==> config.mk <==
export PLATFORM = sky130hd
export DESIGN_NAME = apb_arb2_flat
export DESIGN_NICKNAME = d
export VERILOG_FILES = /design/src/rtl/apb_arb2_if.sv /design/src/rtl/apb_arb2.sv /design/src/flat_wrapper.sv
export SDC_FILE = /design/constraint.sdc
export NUM_CORES = 1
export LEC_CHECK = 0
export ABC_CLOCK_PERIOD_IN_PS = 2070
export BUFFER_PORTS_ARGS = -buffer_cell sky130_fd_sc_hd__buf_2
export CELL_PAD_IN_SITES_DETAIL_PLACEMENT = 1
export CELL_PAD_IN_SITES_GLOBAL_PLACEMENT = 1
export CORE_MARGIN = 2
export CORE_UTILIZATION = 37
export DETAILED_ROUTE_END_ITERATION = 12
export GPL_ROUTABILITY_DRIVEN = 0
export GPL_TIMING_DRIVEN = 0
export PLACE_DENSITY = 0.77
export SLEW_MARGIN = 20
export SYNTH_ARGS = -nofsm -noshare
export SYNTH_HDL_FRONTEND = slang
export SYNTH_SLANG_ARGS = --single-unit
==> constraint.sdc <==
create_clock -name clk -period 2.07 [get_ports clk]
set_input_delay 0 -clock clk [delete_from_list [all_inputs] [get_ports clk]]
set_output_delay 0 -clock clk [all_outputs]
set_load 0.02 [all_outputs]
==> src/rtl/apb_arb2_if.sv <==
// APB bus bundle shared by the two upstream masters and the downstream slave
// port of apb_arb2. "master" is the side that initiates transfers, "slave"
// is the side that answers them.
interface apb_arb2_if #(
    parameter int ADDR_W = 16,
    parameter int DATA_W = 32
);
    logic              psel;
    logic              penable;
    logic              pwrite;
    logic [ADDR_W-1:0] paddr;
    logic [DATA_W-1:0] pwdata;
    logic              pready;
    logic [DATA_W-1:0] prdata;
    logic              pslverr;

    modport master (
        output psel, penable, pwrite, paddr, pwdata,
        input  pready, prdata, pslverr
    );

    modport slave (
        input  psel, penable, pwrite, paddr, pwdata,
        output pready, prdata, pslverr
    );
endinterface

==> src/rtl/apb_arb2.sv <==
// Two-master / one-slave APB arbiter. Round-robin between the UART bridge
// (m0) and the local sequencer (m1), regenerates a clean SETUP/ACCESS
// sequence toward the slave, and aborts a transfer whose slave never answers
// so the debug path cannot be locked up. Every output is a flop.
module apb_arb2 #(
    parameter int                ADDR_W  = 16,
    parameter int                DATA_W  = 32,
    parameter int                TIMEOUT = 1024,
    parameter logic [DATA_W-1:0] TO_DATA = 32'hDEAD_BEEF
) (
    input  logic       clk,
    input  logic       rst_n,
    apb_arb2_if.slave  m0,
    apb_arb2_if.slave  m1,
    apb_arb2_if.master s,
    output logic [1:0] grant,
    output logic       timeout_err
);

    typedef enum logic [1:0] {IDLE, SETUP, ACCESS, DONE} state_t;

    localparam int CNT_W = (TIMEOUT > 1) ? $clog2(TIMEOUT) : 1;
    localparam logic [CNT_W-1:0] CNT_LAST = (TIMEOUT > 0) ? CNT_W'(TIMEOUT - 1) : '0;

    state_t            state;
    logic              last_grant;   // index of the most recently granted master
    logic [CNT_W-1:0]  cnt;
    logic              win1;
    logic              timed_out;
    logic              xfer_end;
    logic [DATA_W-1:0] rsp_data;
    logic              rsp_err;

    // The upstream access phase is implied by holding psel; the arbiter
    // generates its own penable toward the slave, so master penable is unused.
    logic unused_penables;
    assign unused_penables = m0.penable ^ m1.penable;

    // Arbitration choice and end-of-access response selection.
    always_comb begin
        win1      = m1.psel && (!m0.psel || !last_grant);
        timed_out = (TIMEOUT != 0) && (cnt == CNT_LAST) && !s.pready;
        xfer_end  = s.pready || timed_out;
        rsp_data  = s.pready ? s.prdata : TO_DATA;
        rsp_err   = s.pready ? s.pslverr : 1'b1;
    end

    // Arbiter FSM; all bus outputs are registered here.
    always_ff @(posedge clk or negedge rst_n) begin
        if (!rst_n) begin
            state       <= IDLE;
            last_grant  <= 1'b1;
            cnt         <= '0;
            grant       <= 2'b00;
            timeout_err <= 1'b0;
            s.psel      <= 1'b0;
            s.penable   <= 1'b0;
            s.pwrite    <= 1'b0;
            s.paddr     <= '0;
            s.pwdata    <= '0;
            m0.pready   <= 1'b0;
            m0.prdata   <= '0;
            m0.pslverr  <= 1'b0;
            m1.pready   <= 1'b0;
            m1.prdata   <= '0;
            m1.pslverr  <= 1'b0;
        end else begin
            timeout_err <= 1'b0;
            case (state)
                IDLE: begin
                    if (m0.psel || m1.psel) begin
                        s.psel     <= 1'b1;
                        s.pwrite   <= win1 ? m1.pwrite : m0.pwrite;
                        s.paddr    <= win1 ? m1.paddr  : m0.paddr;
                        s.pwdata   <= win1 ? m1.pwdata : m0.pwdata;
                        grant      <= win1 ? 2'b10 : 2'b01;
                        last_grant <= win1;
                        state      <= SETUP;
                    end
                end
                SETUP: begin
                    s.penable <= 1'b1;
                    cnt       <= '0;
                    state     <= ACCESS;
                end
                ACCESS: begin
                    cnt <= cnt + 1'b1;
                    if (xfer_end) begin
                        s.psel      <= 1'b0;
                        s.penable   <= 1'b0;
                        grant       <= 2'b00;
                        timeout_err <= timed_out;
                        if (last_grant) begin
                            m1.pready  <= 1'b1;
                            m1.prdata  <= rsp_data;
                            m1.pslverr <= rsp_err;
                        end else begin
                            m0.pready  <= 1'b1;
                            m0.prdata  <= rsp_data;
                            m0.pslverr <= rsp_err;
                        end
                        state <= DONE;
                    end
                end
                default: begin
                    // DONE: single-cycle response, then back to arbitration.
                    m0.pready  <= 1'b0;
                    m0.prdata  <= '0;
                    m0.pslverr <= 1'b0;
                    m1.pready  <= 1'b0;
                    m1.prdata  <= '0;
                    m1.pslverr <= 1'b0;
                    cnt        <= '0;
                    state      <= IDLE;
                end
            endcase
        end
    end

endmodule

==> src/flat_wrapper.sv <==
// flat-port wrapper written by rule: the top's interface ports become plain ports
module apb_arb2_flat 
#(
    parameter int                ADDR_W  = 16,
    parameter int                DATA_W  = 32,
    parameter int                TIMEOUT = 1024,
    parameter logic [DATA_W-1:0] TO_DATA = 32'hDEAD_BEEF
)
  (clk, rst_n, grant, timeout_err, m0_psel, m0_penable, m0_pwrite, m0_paddr, m0_pwdata, m0_pready, m0_prdata, m0_pslverr, m1_psel, m1_penable, m1_pwrite, m1_paddr, m1_pwdata, m1_pready, m1_prdata, m1_pslverr, s_psel, s_penable, s_pwrite, s_paddr, s_pwdata, s_pready, s_prdata, s_pslverr);
  apb_arb2_if #(.ADDR_W(ADDR_W), .DATA_W(DATA_W)) m0_i ();
  apb_arb2_if #(.ADDR_W(ADDR_W), .DATA_W(DATA_W)) m1_i ();
  apb_arb2_if #(.ADDR_W(ADDR_W), .DATA_W(DATA_W)) s_i ();
  input  logic clk;
  input  logic rst_n;
  output logic [1:0] grant;
  output logic timeout_err;
  input wire logic [$bits(m0_i.psel)-1:0] m0_psel;
  input wire logic [$bits(m0_i.penable)-1:0] m0_penable;
  input wire logic [$bits(m0_i.pwrite)-1:0] m0_pwrite;
  input wire logic [$bits(m0_i.paddr)-1:0] m0_paddr;
  input wire logic [$bits(m0_i.pwdata)-1:0] m0_pwdata;
  output wire logic [$bits(m0_i.pready)-1:0] m0_pready;
  output wire logic [$bits(m0_i.prdata)-1:0] m0_prdata;
  output wire logic [$bits(m0_i.pslverr)-1:0] m0_pslverr;
  input wire logic [$bits(m1_i.psel)-1:0] m1_psel;
  input wire logic [$bits(m1_i.penable)-1:0] m1_penable;
  input wire logic [$bits(m1_i.pwrite)-1:0] m1_pwrite;
  input wire logic [$bits(m1_i.paddr)-1:0] m1_paddr;
  input wire logic [$bits(m1_i.pwdata)-1:0] m1_pwdata;
  output wire logic [$bits(m1_i.pready)-1:0] m1_pready;
  output wire logic [$bits(m1_i.prdata)-1:0] m1_prdata;
  output wire logic [$bits(m1_i.pslverr)-1:0] m1_pslverr;
  output wire logic [$bits(s_i.psel)-1:0] s_psel;
  output wire logic [$bits(s_i.penable)-1:0] s_penable;
  output wire logic [$bits(s_i.pwrite)-1:0] s_pwrite;
  output wire logic [$bits(s_i.paddr)-1:0] s_paddr;
  output wire logic [$bits(s_i.pwdata)-1:0] s_pwdata;
  input wire logic [$bits(s_i.pready)-1:0] s_pready;
  input wire logic [$bits(s_i.prdata)-1:0] s_prdata;
  input wire logic [$bits(s_i.pslverr)-1:0] s_pslverr;
  assign m0_i.psel = m0_psel;
  assign m0_i.penable = m0_penable;
  assign m0_i.pwrite = m0_pwrite;
  assign m0_i.paddr = m0_paddr;
  assign m0_i.pwdata = m0_pwdata;
  assign m0_pready = m0_i.pready;
  assign m0_prdata = m0_i.prdata;
  assign m0_pslverr = m0_i.pslverr;
  assign m1_i.psel = m1_psel;
  assign m1_i.penable = m1_penable;
  assign m1_i.pwrite = m1_pwrite;
  assign m1_i.paddr = m1_paddr;
  assign m1_i.pwdata = m1_pwdata;
  assign m1_pready = m1_i.pready;
  assign m1_prdata = m1_i.prdata;
  assign m1_pslverr = m1_i.pslverr;
  assign s_psel = s_i.psel;
  assign s_penable = s_i.penable;
  assign s_pwrite = s_i.pwrite;
  assign s_paddr = s_i.paddr;
  assign s_pwdata = s_i.pwdata;
  assign s_i.pready = s_pready;
  assign s_i.prdata = s_prdata;
  assign s_i.pslverr = s_pslverr;
  apb_arb2 #(.ADDR_W(ADDR_W), .DATA_W(DATA_W), .TIMEOUT(TIMEOUT), .TO_DATA(TO_DATA)) u_core (.clk(clk), .rst_n(rst_n), .m0(m0_i), .m1(m1_i), .s(s_i), .grant(grant), .timeout_err(timeout_err));
endmodule
==> results of run 1 <==
-- layout make-up --
cell class / instances / area [µm²] / area share (%)
plain buffers: 69 / 474.2 / 4.431
clock buffers: 19 / 442.9 / 4.138
clock inverters: 13 / 146.4 / 1.368
inverters: 8 / 30.03 / 0.2806
multi-input cells: 530 / 3550 / 33.17
flip-flops and latches: 135 / 3379 / 31.58
well taps: 265 / 331.6 / 3.098
repair buffers: 360 / 2349 / 21.94
-- logic make-up after synthesis --
family / synth area share [%]
AO/OA/AOI/OAI: 23.44
adder cells (fa/ha/maj): 0.6873
buffers and inverters: 6.100
flip-flops: 46.41
multiplexers: 8.385
AND/OR/NAND/NOR: 14.98
-- flip-flops by register name (all words and copies together), names as in the netlist, 2 cells and up --
name / flops
u_core.m1.prdata: 32
u_core.s.paddr: 16
u_core.cnt: 10
u_core.s.pwdata: 32
u_core.m0.prdata: 32
u_core.state: 2
u_core.grant: 2
-- layout by cell type (no fill, tap or decap), types with 3 or more instances in the layout --
master         Yosys  routed
o211ai_1          11      11
clkbuf_1          33      21
clkbuf_2           0      13
a211oi_1          27      22
clkbuf_16          0      17
nand4_1            3       3
inv_6              0       3
o21ai_1            0       9
o22ai_1            3       3
or4_1              3       3
nor2b_1            3       3
buf_2             16     268
nand3_1           11      11
buf_12             0       5
a211oi_2          49      54
a21oi_1           56      56
inv_1              8       8
mux2i_4            0       3
mux2i_1           61      54
o21ai_0           74      64
and3_1             8       8
dlygate4sd3_1      0      93
nand2_1           72      72
nor2_1            84      84
dfrtp_1          134     134
buf_4              4      12
mux2i_2            0       4
or2b_1            10      10
ha_1               4       4
nand2b_1          20      20
clkinv_4           0       4
a31oi_1            4       4
buf_6             16      14
-- final timing paths --
path | start | end | depth (start not counted)
worst max-delay path | u_core.last_grant | u_core.s.paddr[4] | 7
worst min-delay path | m1_pwdata[11] | u_core.s.pwdata[11] | 3
worst max register to register | u_core.last_grant | u_core.s.paddr[4] | 7
worst min register to register | u_core.s.pwdata[14] | u_core.s.pwdata[14] | 2
max in group asynchronous | rst_n | u_core.last_grant | 3
min in group asynchronous | rst_n | u_core.m1.prdata[19] | 2
-- layer usage --
metal / share of wire [%] / routed length, µm / global-route usage (%)
met3: 6.9 / 2272 / 7.483
met5: 0 / 0 / 0
met4: 5.8 / 1895 / 17.07
met2: 50 / 16280 / 51.13
met1: 38 / 12330 / 33.00
-- power by group --
| group | total [mW] | internal (mW) | switching, mW |
|---|---|---|---|
| Sequential | 4.61 | 3.73 | 0.872 |
| Clock | 3.14 | 1.82 | 1.32 |
| Combinational | 9.31 | 3.27 | 6.03 |
-- through the flow --
stage                     instances  cell area, µm²  setup TNS, ns  setup WS, ns  power, mW
after global placement         1262            8890        -139.44        -1.049      12.42
after CTS                      1394           10510              0      0.006260      16.06
after global routing           1399           10700        -0.3443      -0.08404      17.90
after floorplan                 742            7282              0        0.3914      9.944
after detailed placement       1263            8927              0       0.02978      12.70
final                          1399           10700              0      0.006199      17.05
-- worst max-delay path, cell delays in order, from the launching register on --
cell and delay (ns):
dfstp_2 0.53, buf_6 0.11, a21boi_2 0.06, buf_6 0.16, buf_12 0.15, mux2i_1 0.11
dlygate4sd3_1 0.56, o21ai_0 0.27
-- what timing repair did --
| action | in CTS | in global routing |
|---|---|---|
| hold endpoints to repair | 167 | 8 |
| buffers inserted | 0 | 10 |
| endpoints found under the setup margin | 0 | 98 |
| gates resized for setup | 0 | 70 |
| hold buffers | 99 | 8 |
==> impl_metrics.tcl, run 1 <==
set metrics [dict create \
    dpl.hpwl_mm 18.61 \
    boundaryPins 260 \
    path_max_fanout 10 \
    violations "hold timing" \
    final_antenna_net_count 0 \
    power_density_mw_per_mm2 1593 \
    maxSlewHeadroom_pct 62.05 \
    synth.avg_cell_area_um2 9.814 \
    synth_nets 884 \
    area_growth_pct 46.98 \
    max_freq_mhz 484.5 \
    finalHoldViolations 1 \
    worst-endpoint-required_ns 2.39 \
    syn_inst 742 \
    portBuffers 255 \
    cts_sinks 135 \
    synth_commonest_cells "134 x dfrtp_1, 84 x nor2_1, 74 x o21ai_0" \
    ir_drop_mv 0.7961 \
    drt-initial-drc-count 455 \
    clk_pin_slew_worst_paths_ns 0.07 \
    finalNetCount 1263 \
    cts_made_buffers 17 \
    async_flop_share_pct 100.0 \
    min_period_ns 2.064 \
    endpoint_kind "flip-flop" \
    min_period_over_period_pct 99.70 \
    grt_max_degree 79 \
    clock_skew_ns 0.01313 \
    worst_slew_pin_slew_ns 0.5693 \
    wl_per_cell_um 23.43 \
    die_h_um 144.3 \
    synth.most_common_cell "dfrtp_1" \
    first_global_vias 8203 \
    hold_ws_ns -0.05322 \
    yosysUniqueCellTypes 49 \
    fillers 2253 \
    htreeDepth 4 \
    coreArea_mm2 0.01940 \
    antenna_cells 0 \
    slew_violations 0 \
    cts.path.max_buffers 2 \
    yosys.area.top_type "dfrtp_1" \
    synth-edff-count 0 \
    die_x_um 144.3 \
    num_vias 7804 \
    path_class "flip-flop to flip-flop" \
    cts_tree "done" \
    insertion_delay_ns 0.43 \
    antenna_found_initial 0 \
    p_leak_nw 5.093 \
    synth_seq_cells 135 \
    rows 51 \
    outcome "finished with violations" \
    synthTopCellsByArea "dfrtp_1 46%, a211oi_2 8.4%, mux2i_1 8.4%" \
    syn-cell-area_mm2 0.007282 \
    drtPass1Iterations 4 \
    drive_above_1_share_pct 37.04 \
    r2r_setup_slack_ns 0.006 \
    synth_seq_area_share_pct 46.41 \
    synth_warnings 0 \
    setup_viol 0 \
    min-delay-path-class "input pin to flip-flop" \
    die_area_mm2 0.02082 \
    root_buffer "clkbuf_16" \
    drc 0 \
    grt_pass1_wl_mm 46.41 \
    yosysTopAreaCellShare_pct 46.05 \
    fin_util_pct 55.17 \
    startpoint_type "flip-flop" \
    viasPerCell 5.578 \
    routed_wl_mm 32.78 \
    gr-usage-all-layers_pct 29.55 \
    initial_core_util_pct 37.54 \
    arrival_ns 2.38 \
    drv_cap 0 \
    synth_ff_type "dfrtp_1" \
    grt_overflow 0 \
]
No activity file was read; power rests on OpenSTA's default activity.
==> run 2, diff against run 1 <==
BUFFER_PORTS_ARGS = not set   (was -buffer_cell sky130_fd_sc_hd__buf_2)
CORE_UTILIZATION = 45   (was 37)
DONT_BUFFER_PORTS = 1   (was not set)
PLACE_DENSITY = 0.73   (was 0.77)
RECOVER_POWER = 100   (was not set)
==> impl_metrics.tcl, run 2 (synthesis results as in run 1) <==
set metrics [dict create \
    outcome "finished with violations" \
    r2r_setup_slack_ns 0.09 \
    cts.path.max_buffers 2 \
    slew_violations 0 \
    reg.largest.list "u_core.m0.prdata x32, u_core.m1.prdata x32, u_core.s.pwdata x32" \
    antenna_found_initial 0 \
    grt_pass1_wl_mm 43.86 \
    viasPerCell 6.008 \
    seqPwrFrac_pct 39.5 \
    drt-initial-drc-count 290 \
    die_area_mm2 0.01722 \
    final_antenna_net_count 0 \
    die_x_um 131.2 \
    violations "hold timing" \
    min-delay-path-class "input pin to asynchronous set/reset pin" \
    ir_drop_mv 0.8593 \
    min_period_over_period_pct 95.62 \
    register_area_mm2 0.003379 \
    clock_skew_ns 0.009564 \
    rows 46 \
    startpoint_type "flip-flop" \
    grt_max_degree 136 \
    die_h_um 131.2 \
    cts_sinks 135 \
    wl_met1_mm 10.49 \
    cpPeakStageDelay_ns 0.39 \
    swShare_pct 48.00 \
    r2r_cells 8 \
    postCtsHoldBufs 134 \
    cts_tree "done" \
    drive_above_1_share_pct 15.29 \
    drtPass1Iterations 4 \
    fillers 1711 \
    num_vias 6759 \
    setup_viol 0 \
    net-switching-power_mw 7.447 \
    clk_pin_slew_worst_paths_ns 0.06 \
    r2r-start "u_core.state[1]" \
    coreArea_mm2 0.01583 \
    p_leak_nw 4.062 \
    portBuffers 0 \
    arrival_ns 2.27 \
    r2r_end "u_core.m1.prdata[2]" \
    power_density_mw_per_mm2 1627 \
    slowest_stage "dfrtp_1" \
    gr-usage-all-layers_pct 32.56 \
    worst_slew_pin_slew_ns 0.6007 \
    grt_overflow 0 \
    max_freq_mhz 505.2 \
    fin_cells 1125 \
    dpl.hpwl_mm 17.28 \
    antenna_cells 0 \
    wl_met3_mm 1.836 \
    htreeDepth 4 \
    path_class "flip-flop to flip-flop" \
    hold_ws_ns -0.7300 \
    worst-endpoint-required_ns 2.36 \
    critPathLaunch "u_core.state[1]" \
    power_mw 15.51 \
    finalHoldViolations 135 \
    initial_core_util_pct 46.01 \
    tns_ns 0 \
    boundaryPins 260 \
    drc 0 \
    p_int_mw 8.068 \
    path_cells "inv_1 -> ha_1 -> buf_2 -> or2_1 -> clkbuf_1 -> buf_2 -> a211oi_1 -> a211oi_2" \
    path_common_cell "buf_2" \
    root_buffer "clkbuf_16" \
    insertion_delay_ns 0.42 \
    maxSlewHeadroom_pct 59.95 \
    path_max_fanout 10 \
    finalNetCount 1039 \
    wl_per_cell_um 24.68 \
    min_period_ns 1.979 \
    met2_length_mm 13.88 \
    routed_wl_mm 27.76 \
    drv_cap 0 \
    area_growth_pct 30.91 \
    final_cell_mix "134 x dlygate4sd3_1, 134 x dfrtp_1, 84 x nor2_1" \
    cts_made_buffers 17 \
    top_layer "met4" \
    clkPwrFrac_pct 20.6 \
    endpoint_kind "flip-flop" \
    dp_cells 958 \
    first_global_vias 7566 \
    multiInputGateArea_mm2 0.003458 \
    comb_power_share_pct 39.9 \
]
[run 2: how the worst max path moves through the flow]
| stage | endpoint | slack [ns] | cells past startpoint |
|---|---|---|---|
| 2_1_floorplan | u_core.m0.prdata[17] | 0.39 | 7 |
| 6_report | u_core.m1.prdata[2] | 0.09 | 8 |
| 4_1_cts | u_core.m1.prdata[28] | 0.03 | 7 |
| 3_3_place_gp | u_core.m0.prdata[20] | 0.14 | 7 |
| 5_1_grt | u_core.grant[0] | -0.007 | 7 |
| 3_5_place_dp | u_core.m0.prdata[17] | 0.01 | 7 |
[run 2: layout make-up]
cell class	instances	area share, %
multi-input cells	530	36.28
flip-flops and latches	135	35.45
well taps	216	2.835
clock inverters	12	1.877
plain buffers	69	4.476
inverters	8	0.3150
repair buffers	136	14.23
clock buffers	19	4.541
[run 2: per-stage QoR]
| stage | setup WS (ns) | utilization [%] | area (µm²) |
|---|---|---|---|
| 2_1_floorplan | 0.3914 | - | 7282 |
| 3_3_place_gp | 0.1397 | 47.72 | 7552 |
| 3_5_place_dp | 0.01272 | 47.72 | 7552 |
| 4_1_cts | 0.02959 | 60.15 | 9520 |
| 5_1_grt | -0.006512 | 60.23 | 9533 |
| 6_report | 0.09065 | 60.23 | 9533 |
[run 2: power by group through the flow]
stage	Combinational (mW)	Clock, mW	Sequential [mW]
global route	6.75	3.35	6.20
finish	6.20	3.19	6.12
floorplan	4.35	0	5.59
detailed placement	5.64	0	6.06
global placement	5.29	0	6.00
CTS	5.92	3.25	6.03
[run 2: repair_timing]
action,in CTS,in global routing
endpoints found under the hold margin,251,135
setup buffers,2,0
pin swaps,1,0
endpoints found under the setup margin,1,58
gates resized for setup,0,28
[run 2: metal layers]
layer | track usage [%] | vias to the layer above
met3 | 8.449 | 111
met2 | 56.70 | 308
met5 | 0 | -
li1 | - | 2954
met1 | 36.38 | 3386
met4 | 17.93 | 0
[run 2: critical path: cells and delay by family, from the launching register on]
kind | cells | cell delay [ns]
AND/OR/NAND/NOR | 1 | 0.22
AO/OA/AOI/OAI | 2 | 0.40
adder cells (fa/ha/maj) | 1 | 0.17
buffers and inverters | 4 | 0.67
flip-flops | 1 | 0.39
==> run 3, diff against run 2 <==
ABC_AREA = 1   (was not set)
PLACE_DENSITY = 0.77   (was 0.73)
==> impl_metrics.tcl, run 3 <==
set metrics [dict create \
    syn_inst 760 \
    synth_ff_type "dfrtp_1" \
    postCtsHoldBufs 133 \
    register_area_mm2 0.003379 \
    maxSlewHeadroom_pct 64.73 \
    final_cell_mix "223 x nand2_1, 134 x dfrtp_1, 133 x dlygate4sd3_1" \
    insertion_delay_ns 0.43 \
    min_period_ns 2.116 \
    final_antenna_net_count 0 \
    path_max_fanout 10 \
    boundaryPins 260 \
    synth_commonest_cells "223 x nand2_1, 134 x dfrtp_1, 101 x o21ai_0" \
    drive_above_1_share_pct 8.108 \
    cts_made_buffers 17 \
    max_freq_mhz 472.5 \
    endpoint_kind "flip-flop" \
    routed_wl_mm 24.98 \
    cp-endpoint "u_core.s.paddr[2]" \
    r2r-start "u_core.last_grant" \
    design_area_mm2 0.008305 \
    fillers 1554 \
    cts_setup_buffers 0 \
    grt_max_degree 136 \
    worst_slew_pin_slew_ns 0.5291 \
    outcome "finished with violations" \
    min-delay-path-class "input pin to asynchronous set/reset pin" \
    hold_ws_ns -0.7335 \
    drv_cap 0 \
    yosysUniqueCellTypes 26 \
    cts.path.max_buffers 2 \
    coreArea_mm2 0.01330 \
    critPathLaunch "u_core.last_grant" \
    die_area_mm2 0.01460 \
    grt_overflow 0 \
    drt-initial-drc-count 543 \
    yosysTopAreaCellShare_pct 54.58 \
    r2r_cells 5 \
    p_leak_nw 4.155 \
    clock_skew_ns 0.01214 \
    min_period_over_period_pct 102.2 \
    cts_tree "done" \
    power_density_mw_per_mm2 1633 \
    synth_seq_area_share_pct 55.01 \
    num_vias 6274 \
    violations "hold timing, setup timing" \
    root_buffer "clkbuf_16" \
    fin_cells 1105 \
    finalNetCount 1054 \
    rows 42 \
    drtPass1Iterations 5 \
    dpl-instance-area_mm2 0.006364 \
    fin_ws_ns -0.04637 \
    yosys.area.top_type "dfrtp_1" \
    first_global_vias 6985 \
    clk_pin_slew_worst_paths_ns 0.07 \
    wl_per_cell_um 22.61 \
    synth.most_common_cell "nand2_1" \
    synth_seq_cells 135 \
    layout_commonest_cell "nand2_1" \
    viasPerCell 5.678 \
    synth.avg_cell_area_um2 8.083 \
    power_mw 13.56 \
    dp_slack_ns 0.05294 \
    syn-cell-area_mm2 0.006143 \
    async_flop_share_pct 100.0 \
    synth_warnings 0 \
    setup_viol 1 \
    slew_violations 0 \
    startpoint_type "flip-flop" \
    gr-usage-all-layers_pct 34.56 \
    path_class "flip-flop to flip-flop" \
    die_x_um 120.8 \
    synth-edff-count 0 \
    die_h_um 120.8 \
    portBuffers 0 \
    synthTopCellsByArea "dfrtp_1 55%, nand2_1 14%, o21ai_0 8.2%" \
    r2r_end "u_core.s.paddr[2]" \
    worst-endpoint-required_ns 2.34 \
    arrival_ns 2.39 \
    drc 0 \
    finalHoldViolations 135 \
    dp_cells 936 \
    reg.largest.list "u_core.m0.prdata x32, u_core.m1.prdata x32, u_core.s.pwdata x32" \
    multiInputGateArea_mm2 0.002306 \
    area_growth_pct 35.19 \
    ir_drop_mv 0.7325 \
    antenna_found_initial 4 \
    dpl.hpwl_mm 13.73 \
    synth_nets 902 \
    htreeDepth 4 \
    r2r_setup_slack_ns -0.05 \
    initial_core_util_pct 46.21 \
    grt_pass1_wl_mm 38.32 \
    cts_sinks 135 \
]
[run 3: changes by cell type after synthesis, moves of 9 or more]
cell / before / now
a211oi_2: 49 / 0
o211ai_1: 11 / 0
nand3_1: 11 / 74
a211oi_1: 27 / 0
nor2_1: 84 / 75
or2b_1: 10 / 0
nand2_1: 72 / 223
nand2b_1: 20 / 0
o21ai_0: 74 / 101
a21oi_1: 56 / 30
mux2i_1: 61 / 0
inv_1: 8 / 50
clkbuf_1: 33 / 23
[run 3: worst max-delay path, cell delays in order, from the launching register on]
cell	delay (ns)
dfstp_2	0.40
a21oi_2	0.40
clkinv_1	0.35
clkbuf_1	0.33
nor2_1	0.29
o21ai_1	0.20
[run 3: timing repair]
action | in CTS | in global routing
endpoints found under the setup margin | 0 | 77
gates resized for setup | 0 | 23
endpoints found under the hold margin | 252 | 135
[run 3: through the flow]
step	util (%)	hold slack (ns)	TNS [ns]
after detailed placement	47.86	-0.2922	0
after global routing	62.47	-0.7516	-0.09666
after CTS	62.38	-0.7485	0
final	62.47	-0.7335	-0.04637
after global placement	47.86	-0.2924	0
after floorplan	-	-0.2956	0
[run 3: how the worst min path moves through the flow]
stage	cells after the start	end	slack, ns
floorplan	0	u_core.cnt[0]	-0.30
finish	0	u_core.s.pwdata[29]	-0.73
global route	0	u_core.state[1]	-0.75
detailed placement	0	u_core.m1.prdata[8]	-0.29
global placement	0	u_core.m1.prdata[4]	-0.29
CTS	0	u_core.s.pwdata[18]	-0.75
[run 3: final cells by class]
type                            instances  area share (%)
Sequential cell                       135           40.69
Antenna cell                            4          0.1205
Buffer                                 49           3.194
Clock inverter                         13           1.868
Multi-Input combinational cell        524           27.76
Clock buffer                           19           5.333
Tap cell                              176           2.651
Inverter                               52           2.350
Timing Repair Buffer                  133           16.03
[run 3: kinds of logic (layout without fill, tap and decap cells)]
kind of cell | count (synthesis) | count (layout) | synth area share (%)
other | 0 | 4 | 0
buffers and inverters | 101 | 266 | 7.495
adder cells (fa/ha/maj) | 4 | 4 | 0.8147
AND/OR/NAND/NOR | 384 | 384 | 25.42
flip-flops | 135 | 135 | 55.01
AO/OA/AOI/OAI | 136 | 136 | 11.26
[run 3: power breakdown]
part           internal (mW)  total, mW  switching (mW)
logic                   1.40       4.52            3.12
clock network           1.92       3.14            1.22
registers               3.69       5.90            2.21
total                   7.01       13.6            6.55
[run 3: layer usage]
layer	GRT usage [%]	vias to the layer above	wire length, µm
li1	-	2740	-
met4	18.53	0	1212
met3	10.75	91	2205
met2	59.41	363	12430
met1	38.00	3080	9133
met5	0	-	0
